[src/rtl/cdb_arbiter_if.sv]
// Common-data-bus arbiter bundle: FU result requests in, CDB broadcast out.
// Latency: n/a (wires only).
// Backpressure: req_ready per FU; the CDB side has none.
//
// Ports (signals):
//   req_valid/req_ready      per-FU handshake (0 ALU, 1 MUL, 2 DIV, 3 MEM, 4 BR)
//   req_pd/rd/rob_num/value  per-FU result payload
//   global_branch_signal     flush, drops everything pending
//   cdb_*                    registered one-cycle broadcast to ROB/RS/PRF
// Modports: master = execute-unit side, slave = arbiter.
interface cdb_arbiter_if #(
  parameter int PHYS_REG_BITS = 6,
  parameter int ROB_BITS      = 6
);
  logic [4:0]                    req_valid;
  logic [4:0]                    req_ready;
  logic [4:0][PHYS_REG_BITS-1:0] req_pd;
  logic [4:0][4:0]               req_rd;
  logic [4:0][ROB_BITS-1:0]      req_rob_num;
  logic [4:0][31:0]              req_value;
  logic                          global_branch_signal;

  logic                          cdb_valid;
  logic [PHYS_REG_BITS-1:0]      cdb_pd;
  logic [4:0]                    cdb_rd;
  logic [ROB_BITS-1:0]           cdb_rob_num;
  logic [31:0]                   cdb_value;
  logic [2:0]                    cdb_src;
  logic                          cdb_regf_we;

  modport master (
    output req_valid, req_pd, req_rd, req_rob_num, req_value, global_branch_signal,
    input  req_ready, cdb_valid, cdb_pd, cdb_rd, cdb_rob_num, cdb_value, cdb_src, cdb_regf_we
  );

  modport slave (
    input  req_valid, req_pd, req_rd, req_rob_num, req_value, global_branch_signal,
    output req_ready, cdb_valid, cdb_pd, cdb_rd, cdb_rob_num, cdb_value, cdb_src, cdb_regf_we
  );
endinterface

[src/rtl/cdb_arbiter.sv]
// Common-data-bus arbiter: one holding buffer per FU, one grant per cycle onto a registered CDB.
// Latency: handshake in cycle k -> cdb_valid in k+2 (minimum).
// Backpressure: req_ready[i] low while buffer i is full and not granted, and during flush.
//
// Ports:
//   clk   clock
//   rst   synchronous active-high reset
//   bus   cdb_arbiter_if.slave (request side + CDB broadcast)
// Config macro CDB_RR_EN: defined -> round-robin arbitration,
//                         undefined -> fixed priority (ALU > MUL > DIV > MEM > BR).
module cdb_arbiter #(
  parameter int PHYS_REG_BITS = 6,
  parameter int ROB_BITS      = 6
) (
  input  logic         clk,
  input  logic         rst,
  cdb_arbiter_if.slave bus
);

  // Holding buffers
  logic [4:0]                    full_q, full_d;
  logic [4:0][PHYS_REG_BITS-1:0] pd_q, pd_d;
  logic [4:0][4:0]               rd_q, rd_d;
  logic [4:0][ROB_BITS-1:0]      rob_q, rob_d;
  logic [4:0][31:0]              val_q, val_d;

  // CDB registers
  logic                     cdb_valid_q, cdb_valid_d;
  logic [PHYS_REG_BITS-1:0] cdb_pd_q, cdb_pd_d;
  logic [4:0]               cdb_rd_q, cdb_rd_d;
  logic [ROB_BITS-1:0]      cdb_rob_q, cdb_rob_d;
  logic [31:0]              cdb_val_q, cdb_val_d;
  logic [2:0]               cdb_src_q, cdb_src_d;

  // Arbitration results
  logic       grant_any;
  logic [2:0] grant_idx;
  logic [4:0] grant;
  logic [4:0] ready;
  logic [4:0] hs;

`ifdef CDB_RR_EN
  logic [2:0] rr_ptr_q, rr_ptr_d;
  logic [2:0] scan_idx;

  // Walk five slots starting at rr_ptr; the wrap is an explicit compare so
  // the pointer never visits 5..7.
  always_comb begin
    grant_any = 1'b0;
    grant_idx = 3'd0;
    scan_idx  = rr_ptr_q;
    for (int k = 0; k < 5; k++) begin
      if (!grant_any && !bus.global_branch_signal && full_q[scan_idx]) begin
        grant_any = 1'b1;
        grant_idx = scan_idx;
      end
      scan_idx = (scan_idx == 3'd4) ? 3'd0 : scan_idx + 3'd1;
    end
    rr_ptr_d = rr_ptr_q;
    if (grant_any) begin
      rr_ptr_d = (grant_idx == 3'd4) ? 3'd0 : grant_idx + 3'd1;
    end
  end

  always_ff @(posedge clk) begin
    if (rst) rr_ptr_q <= 3'd0;
    else     rr_ptr_q <= rr_ptr_d;
  end
`else
  // Scan from the top down so the lowest full index is the last writer.
  always_comb begin
    grant_any = 1'b0;
    grant_idx = 3'd0;
    for (int k = 4; k >= 0; k--) begin
      if (!bus.global_branch_signal && full_q[k]) begin
        grant_any = 1'b1;
        grant_idx = 3'(k);
      end
    end
  end
`endif

  assign grant = grant_any ? (5'b00001 << grant_idx) : 5'b00000;

  // A granted buffer may be refilled in the same cycle, giving 1/cycle per FU.
  assign ready = {5{!bus.global_branch_signal}} & (~full_q | grant);
  assign hs    = bus.req_valid & ready;

  always_comb begin
    full_d = full_q;
    pd_d   = pd_q;
    rd_d   = rd_q;
    rob_d  = rob_q;
    val_d  = val_q;
    if (bus.global_branch_signal) begin
      full_d = 5'b00000;
    end else begin
      for (int i = 0; i < 5; i++) begin
        if (grant[i]) full_d[i] = 1'b0;
        // Refill after the grant clear so new data wins.
        if (hs[i]) begin
          full_d[i] = 1'b1;
          pd_d[i]   = bus.req_pd[i];
          rd_d[i]   = bus.req_rd[i];
          rob_d[i]  = bus.req_rob_num[i];
          val_d[i]  = bus.req_value[i];
        end
      end
    end
  end

  // No grant (including the flush cycle) drops valid but holds the payload.
  always_comb begin
    cdb_valid_d = grant_any;
    cdb_pd_d    = cdb_pd_q;
    cdb_rd_d    = cdb_rd_q;
    cdb_rob_d   = cdb_rob_q;
    cdb_val_d   = cdb_val_q;
    cdb_src_d   = cdb_src_q;
    if (grant_any) begin
      cdb_pd_d  = pd_q[grant_idx];
      cdb_rd_d  = rd_q[grant_idx];
      cdb_rob_d = rob_q[grant_idx];
      cdb_val_d = val_q[grant_idx];
      cdb_src_d = grant_idx;
    end
  end

  always_ff @(posedge clk) begin
    if (rst) begin
      full_q      <= '0;
      pd_q        <= '0;
      rd_q        <= '0;
      rob_q       <= '0;
      val_q       <= '0;
      cdb_valid_q <= 1'b0;
      cdb_pd_q    <= '0;
      cdb_rd_q    <= '0;
      cdb_rob_q   <= '0;
      cdb_val_q   <= '0;
      cdb_src_q   <= '0;
    end else begin
      full_q      <= full_d;
      pd_q        <= pd_d;
      rd_q        <= rd_d;
      rob_q       <= rob_d;
      val_q       <= val_d;
      cdb_valid_q <= cdb_valid_d;
      cdb_pd_q    <= cdb_pd_d;
      cdb_rd_q    <= cdb_rd_d;
      cdb_rob_q   <= cdb_rob_d;
      cdb_val_q   <= cdb_val_d;
      cdb_src_q   <= cdb_src_d;
    end
  end

  assign bus.req_ready   = ready;
  assign bus.cdb_valid   = cdb_valid_q;
  assign bus.cdb_pd      = cdb_pd_q;
  assign bus.cdb_rd      = cdb_rd_q;
  assign bus.cdb_rob_num = cdb_rob_q;
  assign bus.cdb_value   = cdb_val_q;
  assign bus.cdb_src     = cdb_src_q;
  assign bus.cdb_regf_we = cdb_valid_q && (cdb_rd_q != 5'd0);

endmodule

[src/flat_wrapper.sv]
// flat-port wrapper written by rule: the top's interface ports become plain ports
module cdb_arbiter_flat 
#(
  parameter int PHYS_REG_BITS = 6,
  parameter int ROB_BITS      = 6
)
  (clk, rst, bus_req_valid, bus_req_pd, bus_req_rd, bus_req_rob_num, bus_req_value, bus_global_branch_signal, bus_req_ready, bus_cdb_valid, bus_cdb_pd, bus_cdb_rd, bus_cdb_rob_num, bus_cdb_value, bus_cdb_src, bus_cdb_regf_we);
  cdb_arbiter_if #(.PHYS_REG_BITS(PHYS_REG_BITS), .ROB_BITS(ROB_BITS)) bus_i ();
  input  logic clk;
  input  logic rst;
  input wire logic [$bits(bus_i.req_valid)-1:0] bus_req_valid;
  input wire logic [$bits(bus_i.req_pd)-1:0] bus_req_pd;
  input wire logic [$bits(bus_i.req_rd)-1:0] bus_req_rd;
  input wire logic [$bits(bus_i.req_rob_num)-1:0] bus_req_rob_num;
  input wire logic [$bits(bus_i.req_value)-1:0] bus_req_value;
  input wire logic [$bits(bus_i.global_branch_signal)-1:0] bus_global_branch_signal;
  output wire logic [$bits(bus_i.req_ready)-1:0] bus_req_ready;
  output wire logic [$bits(bus_i.cdb_valid)-1:0] bus_cdb_valid;
  output wire logic [$bits(bus_i.cdb_pd)-1:0] bus_cdb_pd;
  output wire logic [$bits(bus_i.cdb_rd)-1:0] bus_cdb_rd;
  output wire logic [$bits(bus_i.cdb_rob_num)-1:0] bus_cdb_rob_num;
  output wire logic [$bits(bus_i.cdb_value)-1:0] bus_cdb_value;
  output wire logic [$bits(bus_i.cdb_src)-1:0] bus_cdb_src;
  output wire logic [$bits(bus_i.cdb_regf_we)-1:0] bus_cdb_regf_we;
  assign bus_i.req_valid = bus_req_valid;
  assign bus_i.req_pd = bus_req_pd;
  assign bus_i.req_rd = bus_req_rd;
  assign bus_i.req_rob_num = bus_req_rob_num;
  assign bus_i.req_value = bus_req_value;
  assign bus_i.global_branch_signal = bus_global_branch_signal;
  assign bus_req_ready = bus_i.req_ready;
  assign bus_cdb_valid = bus_i.cdb_valid;
  assign bus_cdb_pd = bus_i.cdb_pd;
  assign bus_cdb_rd = bus_i.cdb_rd;
  assign bus_cdb_rob_num = bus_i.cdb_rob_num;
  assign bus_cdb_value = bus_i.cdb_value;
  assign bus_cdb_src = bus_i.cdb_src;
  assign bus_cdb_regf_we = bus_i.cdb_regf_we;
  cdb_arbiter #(.PHYS_REG_BITS(PHYS_REG_BITS), .ROB_BITS(ROB_BITS)) u_core (.clk(clk), .rst(rst), .bus(bus_i));
endmodule
[config.mk]
export PLATFORM = sky130hd
export DESIGN_NAME = cdb_arbiter_flat
export DESIGN_NICKNAME = d
export VERILOG_FILES = /design/src/rtl/cdb_arbiter_if.sv /design/src/rtl/cdb_arbiter.sv /design/src/flat_wrapper.sv
export SDC_FILE = /design/constraint.sdc
export NUM_CORES = 1
export LEC_CHECK = 0
export CORE_MARGIN = 5
export CORE_UTILIZATION = 57
export DETAILED_ROUTE_END_ITERATION = 12
export DONT_BUFFER_PORTS = 1
export GPL_TIMING_DRIVEN = 1
export HOLD_SLACK_MARGIN = 0.05
export PLACE_DENSITY = 0.77
export SLEW_MARGIN = 15
export SYNTH_ARGS = -nofsm -noshare
export SYNTH_HDL_FRONTEND = slang
export SYNTH_SLANG_ARGS = --single-unit
export TNS_END_PERCENT = 10
[constraint.sdc]
create_clock -name clk -period 1.6 [get_ports clk]
set_input_delay 0.16 -clock clk [delete_from_list [all_inputs] [get_ports clk]]
set_output_delay 0.16 -clock clk [all_outputs]
set_load 0.005 [all_outputs]
==> Flow_metrics.wiki <==
{| class="wikitable"
! Metric !! Value
|-
| Number of buffers on the longest clock path || 3
|-
| Initial antenna violation count || 2
|-
| I/O pins || 312
|-
| Most frequent cells after synthesis || 496 x sky130_fd_sc_hd__nand2_1, 303 x sky130_fd_sc_hd__dfxtp_1, 299 x sky130_fd_sc_hd__a21oi_1
|-
| Non-Filler Instances || between 1500 and 2000
|-
| Reg-to-reg setup timing slack || -0.31 ns
|-
| Cell taking the most area after synthesis || sky130_fd_sc_hd__dfxtp_1
|-
| FFs w/ async S/R, synth || 0%
|-
| Startpoint types || flip-flop
|-
| DR pass1 iterations || 6
|-
| Prevailing post-synth register cell || sky130_fd_sc_hd__dfxtp_1
|-
| Top-count cell post-synth || sky130_fd_sc_hd__nand2_1
|-
| Crit Path Class || flip-flop to flip-flop
|-
| Post-route worst hold slack || -0.314 ns
|-
| Portion of the clock cycle consumed by the worst path in the final layout || 119%
|-
| Combinational share of power || 11.9%
|-
| Power density over cell area || about 1100 mW/mm^2
|-
| FP Rows || 53
|-
| Hold crit path type || primary input to flip-flop
|-
| Crit. End Element || flip-flop
|-
| Number of nets in the layout || ~1800
|-
| Worst-path maximum fanout || 6
|-
| Pin count of the biggest net entering global routing || 304
|-
| Average footprint of a synthesized cell || 8.17 um^2
|-
| Required time reported for the critical path endpoint || 2.06 ns
|-
| Peak VDD IR || 845 uV
|-
| Average wire per standard cell || 22.2 um
|-
| Hold Fails Final Rpt || 277
|-
| Cell area after synthesis || 0.0123 mm^2
|-
| Switching pwr || 4.38 mW
|-
| Clock tree from TritonCTS || done
|-
| Area fraction of the dominant cell type after synthesis || 49.2%
|-
| Placed Cells incl. Taps || 1719
|-
| Number of endpoints failing setup at the final stage || 162
|-
| CTS sink cnt || about 300
|-
| Clk Latency, worst-skew pair || 0.55 ns
|-
| R2r startpoint || u_core.full_q[1]$_SDFFE_PP0P_
|-
| Clock transition at the registers of the reported paths || 0.06 ns
|-
| Switching fraction of total power || 24.9%
|-
| Core Util, Final || around 73%
|-
| Achievable clock frequency || about 520 MHz
|-
| Number of register bits inferred by synthesis || 303
|-
| Number of vias per cell after detailed routing || 6.10
|-
| Post-synthesis instance total || 1510
|-
| # DRC || 0
|-
| Detailed Route Iter0 Violations || 1058
|-
| Number of enable flip-flop cells after synthesis || 0
|-
| Synthesized Nets || ~1800
|-
| Top cells by area in the synthesized netlist || sky130_fd_sc_hd__dfxtp_1 49%, sky130_fd_sc_hd__nand2_1 15%, sky130_fd_sc_hd__a21oi_1 12%, sky130_fd_sc_hd__mux2_2 4.5%, sky130_fd_sc_hd__mux2i_1 4.0%
|-
| Floorplan die area || 0.0247 mm^2
|-
| Worst Reg-to-Reg Cells || 9
|-
| Status || finished with violations
|-
| HPWL after detailed placement || 24900 um
|-
| Count of antenna-violating nets left after detailed routing || 0
|-
| Die Ht || 157 um
|-
| Via Count || between 10000 and 15000
|-
| Setup Skew || between 0.01 and 0.015 ns
|-
| Share of cells above drive strength 1 || around 17%
|-
| Total of buffers placed on input and output ports || 0
|-
| Via count of the first global-routing pass || 10610
|-
| Cell depth of the worst hold path || 1
|-
| Proportion of power drawn by flip-flops and latches || a little under half
|-
| Violated checks || hold timing, setup timing
|-
| Final total negative setup slack || -22.90 ns
|-
| Library cell used as clock root buffer || sky130_fd_sc_hd__clkbuf_16
|-
| Final setup slack of the worst path || -0.306 ns
|-
| Hold-critical path endpoint || u_core.rob_q[27]$_SDFFE_PP0P_
|-
| Tightest slew margin relative to the limit || 65.3%
|-
| Weighted congestion at the end of routability-driven global placement || around 0.88
|-
| Arrival @ worst endpoint || 2.37 ns
|-
| Int Pwr || 13.2 mW
|-
| Worst min-delay path startpoint || rst
|-
| Deepest level of the CTS H-tree || 1
|-
| Placeable Area || 0.0212 mm^2
|-
| Effective utilization at floorplan || 58.3%
|-
| TritonCTS Buffers || 31
|-
| Unrepaired setup endpoints after global routing || true
|-
| Clock Power Share || between 40% and 50%
|-
| Total GRT Usage || a little under 30%
|-
| Global-route wire length before repair || 58800 um
|-
| Post-synthesis cell type count || 32
|-
| Non-Filler Cell Area, Final || 0.0155 mm^2
|-
| Final min period || 1.91 ns
|-
| Seq/Total Area, Yosys || approximately half
|-
| Die boundary width || between 150 and 200 um
|-
| Layout overhead on the synthesized area || 26.1%
|-
| Maximum capacitance violations || 0
|-
| Total congestion overflow || 0
|-
| Dpl cell area || 0.0130 mm^2
|-
| R2r endpoint || u_core.bus.cdb_value[6]$_SDFFE_PP0P_
|-
| Leakage power || around 6 nW
|-
| Count of synthesis-stage warnings from yosys || 0
|-
| Total count of max-transition violations in the final report || 0
|-
| Post-detailed-routing wire length || 41600 um
|-
| Slew at the pin closest to its max-slew limit || 0.521 ns
|}
[cells by family after synthesis]
logic type | synth area share [%]
compound gates | 19.5
flops | 49.2
buf+inv | 5.15
mux | 8.45
simple gates | 17.7
[timing repair]
action / 4_1_cts / 5_1_grt
setup endpoints to repair: 154 / 192
pin swaps: 50 / 16
hold buffers: 35 / 41
cloned: 5 / 2
resized for setup: 38 / 78
buffers inserted: 7 / 7
hold endpoints to repair: 303 / 301
[critical path: stages (launching register included)]
cell and delay [ns]:
sky130_fd_sc_hd__dfxtp_4 0.35, sky130_fd_sc_hd__or3_4 0.40, sky130_fd_sc_hd__buf_6 0.13, sky130_fd_sc_hd__buf_6 0.11, sky130_fd_sc_hd__nor2_4 0.10, sky130_fd_sc_hd__buf_12 0.15, sky130_fd_sc_hd__buf_12 0.12, sky130_fd_sc_hd__buf_16 0.14
sky130_fd_sc_hd__a21oi_4 0.06, sky130_fd_sc_hd__a211oi_2 0.24
[registers in the layout, summed over array words and instances, names as in the netlist]
register                count
u_core.bus.cdb_pd           6
u_core.bus.cdb_rd           5
u_core.bus.cdb_rob_num      6
u_core.bus.cdb_src          3
u_core.bus.cdb_valid        1
u_core.bus.cdb_value       32
u_core.full_q               5
u_core.pd_q                30
u_core.rd_q                25
u_core.rob_q               30
u_core.val_q              160
[through the flow]
step,worst slack [ns],power [mW]
after global placement,-0.170,9.95
final,-0.306,17.6
after detailed placement,-0.194,10.0
after global routing,-0.350,18.1
after floorplan,-0.0236,9.50
after CTS,-0.280,17.4
[power groups by stage]
stage | combinational, mW | clock [mW] | sequential (mW)
after floorplan | 1.22 | 0 | 8.29
after global placement | 1.57 | 0 | 8.38
after detailed placement | 1.62 | 0 | 8.39
after CTS | 1.81 | 7.32 | 8.23
after global routing | 2.25 | 7.62 | 8.28
final | 2.10 | 7.27 | 8.25
[area by class of cell]
type,count,area [um^2]
repair buffers,155,1970
clock buffers,47,926
well taps,275,344
fillers,1475,5610
flip-flops and latches,303,6070
multi-input cells,1077,6120
clock inverters,9,104
diodes,1,2.50
inverters,3,11.3
[layout by cell type (no fill, tap or decap), types with 3 or more instances in the layout]
master                          instances
sky130_fd_sc_hd__buf_4                 27
sky130_fd_sc_hd__mux2_2                36
sky130_fd_sc_hd__and2_4                 3
sky130_fd_sc_hd__clkbuf_16             33
sky130_fd_sc_hd__a21oi_2               19
sky130_fd_sc_hd__a21oi_1              273
sky130_fd_sc_hd__nand2_2                5
sky130_fd_sc_hd__buf_16                 5
sky130_fd_sc_hd__dfxtp_2                4
sky130_fd_sc_hd__buf_6                  9
sky130_fd_sc_hd__inv_1                  3
sky130_fd_sc_hd__mux2i_2                4
sky130_fd_sc_hd__a2bb2oi_2              9
sky130_fd_sc_hd__a2bb2oi_1             39
sky130_fd_sc_hd__a21oi_4               10
sky130_fd_sc_hd__clkbuf_8               9
sky130_fd_sc_hd__clkbuf_1               7
sky130_fd_sc_hd__a211oi_1              31
sky130_fd_sc_hd__mux2i_1               44
sky130_fd_sc_hd__buf_12                35
sky130_fd_sc_hd__dfxtp_1              298
sky130_fd_sc_hd__clkinv_2               4
sky130_fd_sc_hd__nand2_1              490
sky130_fd_sc_hd__mux2_4                13
sky130_fd_sc_hd__dlygate4sd3_1         76
sky130_fd_sc_hd__nor2_1                55
sky130_fd_sc_hd__a211oi_2              20
[routing by layer]
layer | global-route usage, % | part of all wire [%] | up-vias
met1 | 38.4 | 39 | 5433
met4 | 9.83 | 3.4 | 2
met2 | 49.1 | 48 | 657
met5 | 0 | 0.048 | -
met3 | 7.56 | 9.8 | 109
li1 | - | - | 5214
[worst max path at each step]
| stage | startpoint | endpoint | slack (ns) | cells past startpoint |
|---|---|---|---|---|
| after CTS | u_core.full_q[1]$_SDFFE_PP0P_ | bus_req_ready[4] | -0.28 | 4 |
| after global routing | u_core.full_q[1]$_SDFFE_PP0P_ | u_core.bus.cdb_value[6]$_SDFFE_PP0P_ | -0.35 | 9 |
| after global placement | u_core.full_q[3]$_SDFFE_PP0P_ | u_core.bus.cdb_value[13]$_SDFFE_PP0P_ | -0.17 | 7 |
| final | u_core.full_q[1]$_SDFFE_PP0P_ | u_core.bus.cdb_value[6]$_SDFFE_PP0P_ | -0.31 | 9 |
| after detailed placement | u_core.full_q[3]$_SDFFE_PP0P_ | u_core.bus.cdb_value[13]$_SDFFE_PP0P_ | -0.19 | 7 |
| after floorplan | u_core.full_q[0]$_SDFFE_PP0P_ | u_core.bus.cdb_value[22]$_SDFFE_PP0P_ | -0.02 | 8 |
Power figures use the tool's default switching activity.
